[src/rtl/irq_aggregator.sv]
// -----------------------------------------------------------------------------
// irq_aggregator
//
// CSR-mapped interrupt aggregator for the board-control CPLD. Up to eight
// asynchronous, active-high interrupt sources are synchronised, edge/level
// detected according to a per-source trigger mode, and latched into a pending
// register. Enabled pending bits are combined into a single registered IRQ
// line towards the SoC, either as a level or as a one-cycle pulse per new
// event.
//
// Register map (offset from BASE_ADDR, bits >= NUM_INTS read 0 and ignore
// writes):
//   +0 IE     R/W    per-source enable
//   +1 IP     R/W1C  pending; writing 1 clears, writing 0 has no effect
//   +2 TRIG0  R/W    trigger mode bit 0
//   +3 TRIG1  R/W    trigger mode bit 1; mode = {TRIG1[i], TRIG0[i]}
//                    00 level-high, 01 rising, 10 falling, 11 both edges
//   +4 RAW    RO     synchronised input state
//
// Ports:
//   clk      in   1         system clock
//   rst      in   1         synchronous, active-high reset
//   csr_a    in   5         CSR address
//   csr_di   in   8         CSR write data
//   csr_we   in   1         CSR write strobe, one cycle per write
//   csr_do   out  8         CSR read data, 0 outside this block's range
//                           (OR-combined with the other CSR blocks)
//   irqs_in  in   NUM_INTS  raw asynchronous interrupt sources
//   irq      out  1         aggregated interrupt request, registered
// -----------------------------------------------------------------------------
module irq_aggregator #(
    parameter logic [4:0]  BASE_ADDR = 5'h1c,
    parameter int unsigned NUM_INTS  = 8,
    parameter logic [7:0]  DFL_IE    = 8'h00,
    parameter logic [7:0]  DFL_TRIG0 = 8'h00,
    parameter logic [7:0]  DFL_TRIG1 = 8'h00,
    parameter bit          IRQ_PULSE = 1'b0
) (
    input  logic                clk,
    input  logic                rst,
    input  logic [4:0]          csr_a,
    input  logic [7:0]          csr_di,
    input  logic                csr_we,
    output logic [7:0]          csr_do,
    input  logic [NUM_INTS-1:0] irqs_in,
    output logic                irq
);

    // -------------------------------------------------------------------------
    // Constants
    // -------------------------------------------------------------------------
    localparam logic [2:0] OFF_IE    = 3'd0;
    localparam logic [2:0] OFF_IP    = 3'd1;
    localparam logic [2:0] OFF_TRIG0 = 3'd2;
    localparam logic [2:0] OFF_TRIG1 = 3'd3;
    localparam logic [2:0] OFF_RAW   = 3'd4;

    // One bit per implemented source; NUM_INTS == 8 wraps to 8'hff.
    localparam logic [8:0] MASK_WIDE  = (9'd1 << NUM_INTS) - 9'd1;
    localparam logic [7:0] VALID_MASK = MASK_WIDE[7:0];

    typedef enum logic [1:0] {
        MODE_LEVEL = 2'b00,
        MODE_RISE  = 2'b01,
        MODE_FALL  = 2'b10,
        MODE_BOTH  = 2'b11
    } trig_mode_e;

    // -------------------------------------------------------------------------
    // State
    // -------------------------------------------------------------------------
    logic [7:0] sync1_q;     // first synchroniser stage (may be metastable)
    logic [7:0] sync2_q;     // synchronised sample s
    logic [7:0] hist_q;      // history h: s delayed by one cycle

    logic [7:0] ie_q,    ie_d;
    logic [7:0] ip_q,    ip_d;
    logic [7:0] trig0_q, trig0_d;
    logic [7:0] trig1_q, trig1_d;
    logic [7:0] prev_q,  prev_d;   // IP & IE of the previous cycle (pulse mode)
    logic       irq_q,   irq_d;

    // -------------------------------------------------------------------------
    // Combinational helpers
    // -------------------------------------------------------------------------
    logic [7:0] irqs_wide;
    logic [7:0] rise;
    logic [7:0] fall;
    logic [7:0] detect;
    logic [7:0] w1c;
    logic [7:0] active;

    logic [5:0] rel_addr;
    logic       addr_hit;
    logic [2:0] reg_off;
    logic       wr_ie;
    logic       wr_ip;
    logic       wr_trig0;
    logic       wr_trig1;

    // Unimplemented source positions are tied low so every internal vector is
    // a uniform 8 bits wide.
    // NOTE: every signal driven from always_comb gets a default first so no
    // path through the block leaves it unassigned and infers a latch.
    always_comb begin
        irqs_wide                = '0;
        irqs_wide[NUM_INTS-1:0]  = irqs_in;
    end

    // -------------------------------------------------------------------------
    // Input synchroniser and history
    // -------------------------------------------------------------------------
    // The synchroniser and history flops keep sampling through reset. That way
    // the history already equals the synchronised value when reset is released,
    // and an input held high across reset does not look like a fresh edge.
    // NOTE: these flops have no reset on purpose; their contents are only ever
    // a delayed copy of the inputs and are flushed within three cycles.
    // NOTE: sequential state is always written with non-blocking assignments
    // so every flop samples the pre-edge value of its source.
    always_ff @(posedge clk) begin
        sync1_q <= irqs_wide;
        sync2_q <= sync1_q;
        hist_q  <= sync2_q;
    end

    // -------------------------------------------------------------------------
    // Event detection
    // -------------------------------------------------------------------------
    assign rise = sync2_q & ~hist_q;
    assign fall = ~sync2_q & hist_q;

    always_comb begin
        detect = '0;
        for (int i = 0; i < 8; i++) begin
            case (trig_mode_e'({trig1_q[i], trig0_q[i]}))
                MODE_LEVEL: detect[i] = sync2_q[i];
                MODE_RISE:  detect[i] = rise[i];
                MODE_FALL:  detect[i] = fall[i];
                MODE_BOTH:  detect[i] = rise[i] | fall[i];
                default:    detect[i] = 1'b0;
            endcase
        end
        detect = detect & VALID_MASK;
    end

    // -------------------------------------------------------------------------
    // CSR address decode
    // -------------------------------------------------------------------------
    // The window does not wrap past the top of the 5-bit address space: with a
    // base near the top, registers beyond address 5'h1f are simply not
    // reachable rather than aliasing onto another block at the bottom of the
    // map, which would corrupt the OR-combined read bus.
    assign rel_addr = {1'b0, csr_a} - {1'b0, BASE_ADDR};
    assign addr_hit = (csr_a >= BASE_ADDR) && (rel_addr < 6'd5);
    assign reg_off  = rel_addr[2:0];

    assign wr_ie    = csr_we && addr_hit && (reg_off == OFF_IE);
    assign wr_ip    = csr_we && addr_hit && (reg_off == OFF_IP);
    assign wr_trig0 = csr_we && addr_hit && (reg_off == OFF_TRIG0);
    assign wr_trig1 = csr_we && addr_hit && (reg_off == OFF_TRIG1);

    // -------------------------------------------------------------------------
    // Next-state logic
    // -------------------------------------------------------------------------
    always_comb begin
        ie_d    = ie_q;
        trig0_d = trig0_q;
        trig1_d = trig1_q;

        if (wr_ie) begin
            ie_d = csr_di & VALID_MASK;
        end
        if (wr_trig0) begin
            trig0_d = csr_di & VALID_MASK;
        end
        if (wr_trig1) begin
            trig1_d = csr_di & VALID_MASK;
        end

        // Clear is applied before set, so an event in the same cycle as a
        // W1C of the same bit keeps the bit pending. In level mode this also
        // re-sets the bit every cycle while the source stays high.
        w1c  = wr_ip ? (csr_di & VALID_MASK) : 8'h00;
        ip_d = (ip_q & ~w1c) | detect;

        active = ip_q & ie_q;
        prev_d = active;
        if (IRQ_PULSE) begin
            // One pulse per enabled pending bit going 0->1, including a bit
            // that becomes enabled while already pending.
            irq_d = |(active & ~prev_q);
        end else begin
            irq_d = |active;
        end
    end

    // -------------------------------------------------------------------------
    // Registers
    // -------------------------------------------------------------------------
    always_ff @(posedge clk) begin
        if (rst) begin
            ie_q    <= DFL_IE    & VALID_MASK;
            ip_q    <= 8'h00;
            trig0_q <= DFL_TRIG0 & VALID_MASK;
            trig1_q <= DFL_TRIG1 & VALID_MASK;
            prev_q  <= 8'h00;
            irq_q   <= 1'b0;
        end else begin
            ie_q    <= ie_d;
            ip_q    <= ip_d;
            trig0_q <= trig0_d;
            trig1_q <= trig1_d;
            prev_q  <= prev_d;
            irq_q   <= irq_d;
        end
    end

    assign irq = irq_q;

    // -------------------------------------------------------------------------
    // CSR read mux (combinational, no read side effects)
    // -------------------------------------------------------------------------
    always_comb begin
        csr_do = 8'h00;
        if (addr_hit) begin
            case (reg_off)
                OFF_IE:    csr_do = ie_q;
                OFF_IP:    csr_do = ip_q;
                OFF_TRIG0: csr_do = trig0_q;
                OFF_TRIG1: csr_do = trig1_q;
                OFF_RAW:   csr_do = sync2_q & VALID_MASK;
                default:   csr_do = 8'h00;
            endcase
        end
    end

endmodule

[config.mk]
export PLATFORM = sky130hd
export DESIGN_NAME = irq_aggregator
export DESIGN_NICKNAME = d
export VERILOG_FILES = /design/src/rtl/irq_aggregator.sv
export SDC_FILE = /design/constraint.sdc
export NUM_CORES = 1
export LEC_CHECK = 0
export BUFFER_PORTS_ARGS = -buffer_cell sky130_fd_sc_hd__buf_2
export CORE_ASPECT_RATIO = 1.75
export CORE_MARGIN = 2
export CORE_UTILIZATION = 30
export CTS_CLUSTER_SIZE = 30
export DETAILED_ROUTE_END_ITERATION = 12
export PLACE_DENSITY = 0.56
export SLEW_MARGIN = 5
export SYNTH_ARGS = -nofsm -noshare
export SYNTH_HDL_FRONTEND = slang
export SYNTH_SLANG_ARGS = --single-unit
export TNS_END_PERCENT = 1
[constraint.sdc]
create_clock -name clk -period 4.45 [get_ports clk]
set_clock_uncertainty 0.15 [all_clocks]
set_input_delay 0.2225 -clock clk [delete_from_list [all_inputs] [get_ports clk]]
set_output_delay 0.2225 -clock clk [all_outputs]
set_load 0.05 [all_outputs]
# ---- Yosys cells after proc, flatten, opt, wreduce, memory -nomap -nowiden
# Index checks and enable logic that the tools add are counted.
dict set report word_totals {
  register_bits 57
  input_bits 24
}
dict set report classes {
  addsub 1
  magnitude_cmp 2
  eq_ne 28
  muxes 11
  bitwise_logic 16
  reduce_logical 16
}
# op count
set op_table {}
lappend op_table {{8-bit case mux with 5 select lines} 1}
lappend op_table {{8-bit bitwise AND} 4}
lappend op_table {{2-bit equality test (second input constant)} 16}
lappend op_table {{1-bit case mux with 4 select lines} 8}
lappend op_table {{8-bit inverter} 3}
lappend op_table {{2-bit by 1-bit equality test with 1-bit output (second input constant)} 8}
lappend op_table {{2-bit logical NOT} 8}
lappend op_table {{8-bit two-way mux} 2}
lappend op_table {{1-bit bitwise OR} 8}
lappend op_table {{8-bit bitwise OR} 1}
lappend op_table {{8-bit OR reduction} 1}
lappend op_table {{3-bit by 2-bit equality test with 1-bit output (second input constant)} 2}
lappend op_table {{1-bit logical AND} 6}
lappend op_table {{6-bit by 3-bit < comparator with 1-bit output (second input constant)} 1}
lappend op_table {{5-bit by 5-bit subtractor with 6-bit output (second input constant)} 1}
lappend op_table {{5-bit >= comparator (second input constant)} 1}
lappend op_table {{3-bit by 1-bit equality test with 1-bit output (second input constant)} 1}
lappend op_table {{3-bit equality test (second input constant)} 1}
lappend op_table {{3-bit logical NOT} 1}

# ---- Logic depth before layout (Yosys ltp)
dict set report logic_depth {
  depth_word 9
  ltp_mapped 8
  depth_no_buf 6
}

# ---- Worst setup path after synthesis
# No wires, ideal clock.
dict set report synth_path {
  kind {in2out}
  from {in csr_a[2]}
  to {out csr_do[0]}
  arrival_time_ns 2.250
  required_ns 4.078
  slack_ns 1.828
  stages 7
  n_path_buf 2
  path_cell_list {clkbuf_2 -> inv_1 -> ha_1 -> and3b_1 -> clkbuf_2 -> o2111ai_1 -> a21oi_1}
}
dict set report synth_between {
  elab_chain_len 4
  elab_cells_between_ends 11
}
# item line
set synth_rtl {}
lappend synth_rtl {{start, declared} 41} ;# input logic [4:0] csr_a,
lappend synth_rtl {{5-bit by 5-bit subtractor with 6-bit output} 153} ;# assign rel_addr = {1'b0, csr_a} - {1'b0, BASE_ADDR};
lappend synth_rtl {{6-bit by 3-bit < comparator with 1-bit output, or another cell as far along} 154} ;# assign addr_hit = (csr_a >= BASE_ADDR) && (rel_addr < 6'd5);
lappend synth_rtl {{1-bit logical AND or 8-bit case mux with 5 select lines (tied branches)} {154, 226}}
lappend synth_rtl {{8-bit two-way mux (*)} 225} ;# if (addr_hit) begin
lappend synth_rtl {{end, declared} 44} ;# output logic [7:0] csr_do,
# Mark *: on every way between the ends. The rest lies on a longest branch, timed or not.

# ---- Worst setup path in the final report
dict set report layout_path {
  from {in csr_a[2]}
  to {out csr_do[1]}
}
# Same word-level chain as after synthesis.

==> flow_summary.yaml <==
sta:
  finalMaxSlewViolations: 0
  finalSetupTns_ps: 0
  rsz0062_at_grt: "false"
  setup_viol: 0
  worst_pin_slew_ps: 922
  finalCritPeriodShare: 0.587
  fin_crit_ps: 2610
  fmax_mhz: 383
  hold_viol_final: 0
  slew_headroom: 0.381
  whs_ps: 36.2
synth:
  synth_nets: 304
  synth.largest_area_cell: "dfxtp_1"
  syn_area_sq_um: 2730
  avgSynthCellArea_sq_um: 10.4
  synth_area_leaders: "dfxtp_1 42%, mux2i_1 11%, ha_1 8.7%"
  synth_top_area_share: 0.419
  yosysSeqAreaShare: 0.419
  synth-seq-cells: 57
  ys_types: 27
  ys.warnings.count: 0
  synth_cells: 261
pwr:
  p_int_mw: 1.13
  switching_power_uw: 296
  p_seq_frac: 0.379
  switching_share: 0.208
  power_mw: 1.42
  comb_power_share: 0.060
  leakagePower_nw: 1.62
  power_density_nw_per_um2: 415
  vdd_drop_max_v: 0.000449
  clock_power_share: 0.561
place:
  io_buffer_count: 32
  place_area_sq_um: 3000
  place_hpwl_mm: 4.49
  gp_congestion: 0.709
critical_path:
  r2r_cells: 4
  path_cells: "buf_2, inv_1, ha_1, and3b_1, o2111ai_1, buf_4, a21oi_1, buf_2"
  cp_num_buf_inv: 4
  worst-setup-path-type: "in2out"
  path_max_fanout: 10
  crit_path_frequent_cell: "buf_2"
  worstPathRequired_ps: 4080
  arrival_ps: 2240
  r2r-start: "sync2_q[5]"
  r2r-end: "ip_q[5]"
  crit_slowest_cell: "and3b_1"
  worstSetupEndpointType: "output pin"
  ff2ff_setup_slack_ps: 2830
  slowest_delay_ps: 470
  crit_family: "buffers and inverters"
  start_kind: "input pin"
run:
  cap_viol_max_count: 0
min_path:
  min_from: "csr_di[3]"
  holdCritPathClass: "in2reg"
  hold_path_depth: 3
  holdPathEnd: "trig0_q[3]"
global_routing:
  grt.total_usage: 0.138
  grt_overflow: 0
  grt_pass1_wl_mm: 10.4
  first_global_vias: 2093
  grt_max_degree: 34
  antenna_found_initial: 0
layout:
  mostFrequentLayoutCell: "dfxtp_1"
  area_growth_pct: 26.1
  final_area_sq_um: 3440
  final_cell_mix: "57 x dfxtp_1, 42 x inv_1, 32 x nor2_1, 32 x buf_2, 31 x mux2i_1"
  fillers: 870
  antennaDiodeCount: 0
  layout-drive-gt1-share: 0.224
  fin_nets: 346
clock_network:
  cts.sinks: 57
  clk_pin_slew_ps: 50
  clk-insertion-delay-late_ps: 320
  clk_path_buf_depth: 2
  h-tree-depth: 3
  post_cts_buffers: 0
  cts-resized-gates: 0
  ctsHoldBuffers: 8
  cts_buffers: 9
  cts-root-buf: "clkbuf_16"
  cts_tree: "done"
die:
  die_h_microns: 130
  io_pins: 33
  rows: 46
  die_area_sq_um: 9890
  die_w_microns: 76.0
  coreArea_sq_um: 8920
  start_util: 0.305
drt:
  wl_per_cell_microns: 14.4
  drt_wl_total_mm: 6.15
  vias: 2014
  antenna_left: 0
  drt_first_iter_violations: 110
  avgViaCountPerCell: 4.71
  dr.pass1.iters: 4
  route.detailed.drc: 0
run_status:
  outcome: "finished clean"
## worst max-delay path by stage
stage	from	endpoint	slack (ps)	depth (start not counted)
5_1_grt	csr_a[2]	csr_do[1]	1730	8
3_5_place_dp	csr_a[2]	csr_do[1]	1840	8
6_report	csr_a[2]	csr_do[1]	1840	8
3_3_place_gp	csr_a[2]	csr_do[1]	1890	8
4_1_cts	csr_a[2]	csr_do[1]	1850	8
2_1_floorplan	csr_a[2]	csr_do[0]	1830	7
## logic make-up after synthesis
kind of cell | after synthesis | share of synthesized area
flip-flops | 57 | 0.419
buffers and inverters | 53 | 0.0758
AO/OA/AOI/OAI | 49 | 0.152
AND/OR/NAND/NOR | 43 | 0.0785
multiplexers | 40 | 0.188
adder cells (fa/ha/maj) | 19 | 0.0872
## sequential cells by signal, indices dropped and copies added (netlist names)
| name | count |
|---|---|
| hist_q | 8 |
| ie_q | 8 |
| ip_q | 8 |
| sync1_q | 8 |
| sync2_q | 8 |
| trig0_q | 8 |
| trig1_q | 8 |
| irq | 1 |
## Yosys cell counts
cell type  instances
nor3b_4            1
buf_1              2
o21ai_0            1
a22oi_1           11
and3b_1            2
o41ai_2            3
o2111ai_4          3
clkbuf_1           3
o41ai_1            5
and3_1             1
nor3_1             2
nor4_1             1
ha_1              19
clkbuf_2           3
nor2_1            32
and4bb_2           2
o211ai_4           1
buf_2              3
mux2i_1           31
nor2b_1            1
a41oi_1            1
dfxtp_1           57
inv_1             42
o2111ai_1          1
a21oi_1           23
mux4_2             9
nand2_1            1
## cell type report
type                    instances  area (sq um)  area share
multi-input cells             151          1380       0.401
flip-flops and latches         57          1140       0.332
repair buffers                 42           255      0.0743
clock buffers                  10           239      0.0696
inverters                      42           158      0.0459
well taps                     120           150      0.0437
clock inverters                 6           115      0.0335
## worst reg2reg max path, stage by stage, from the launching register on
cell and delay, ps:
dfxtp_1 400, inv_1 90, ha_1 300, mux4_2 480, a21oi_1 130
## metrics by stage
step | util | setup slack (ps) | cells
2_1_floorplan | - | 1830 | 261
4_1_cts | 0.385 | 1850 | 428
6_report | 0.385 | 1840 | 428
3_3_place_gp | 0.336 | 1890 | 404
3_5_place_dp | 0.336 | 1840 | 404
5_1_grt | 0.385 | 1730 | 428
## power by group through the flow
stage               clock, mW  combinational, mW  sequential [mW]
finish                  0.799             0.0860            0.540
global route            0.850             0.0968            0.541
CTS                     0.817             0.0873            0.540
detailed placement          0             0.0814            0.551
global placement            0             0.0775            0.550
floorplan                   0             0.0556            0.546
## per-layer routing
| layer | up-vias | wire length [microns] | GRT usage | part of all wire |
|---|---|---|---|---|
| li1 | 994 | - | - | - |
| met1 | 967 | 2440 | 0.153 | 0.40 |
| met2 | 43 | 3320 | 0.241 | 0.54 |
| met3 | 10 | 217 | 0.0318 | 0.035 |
| met4 | 0 | 171 | 0.0845 | 0.028 |
| met5 | - | 0 | 0 | 0 |
(Power assumes the default switching activity.)
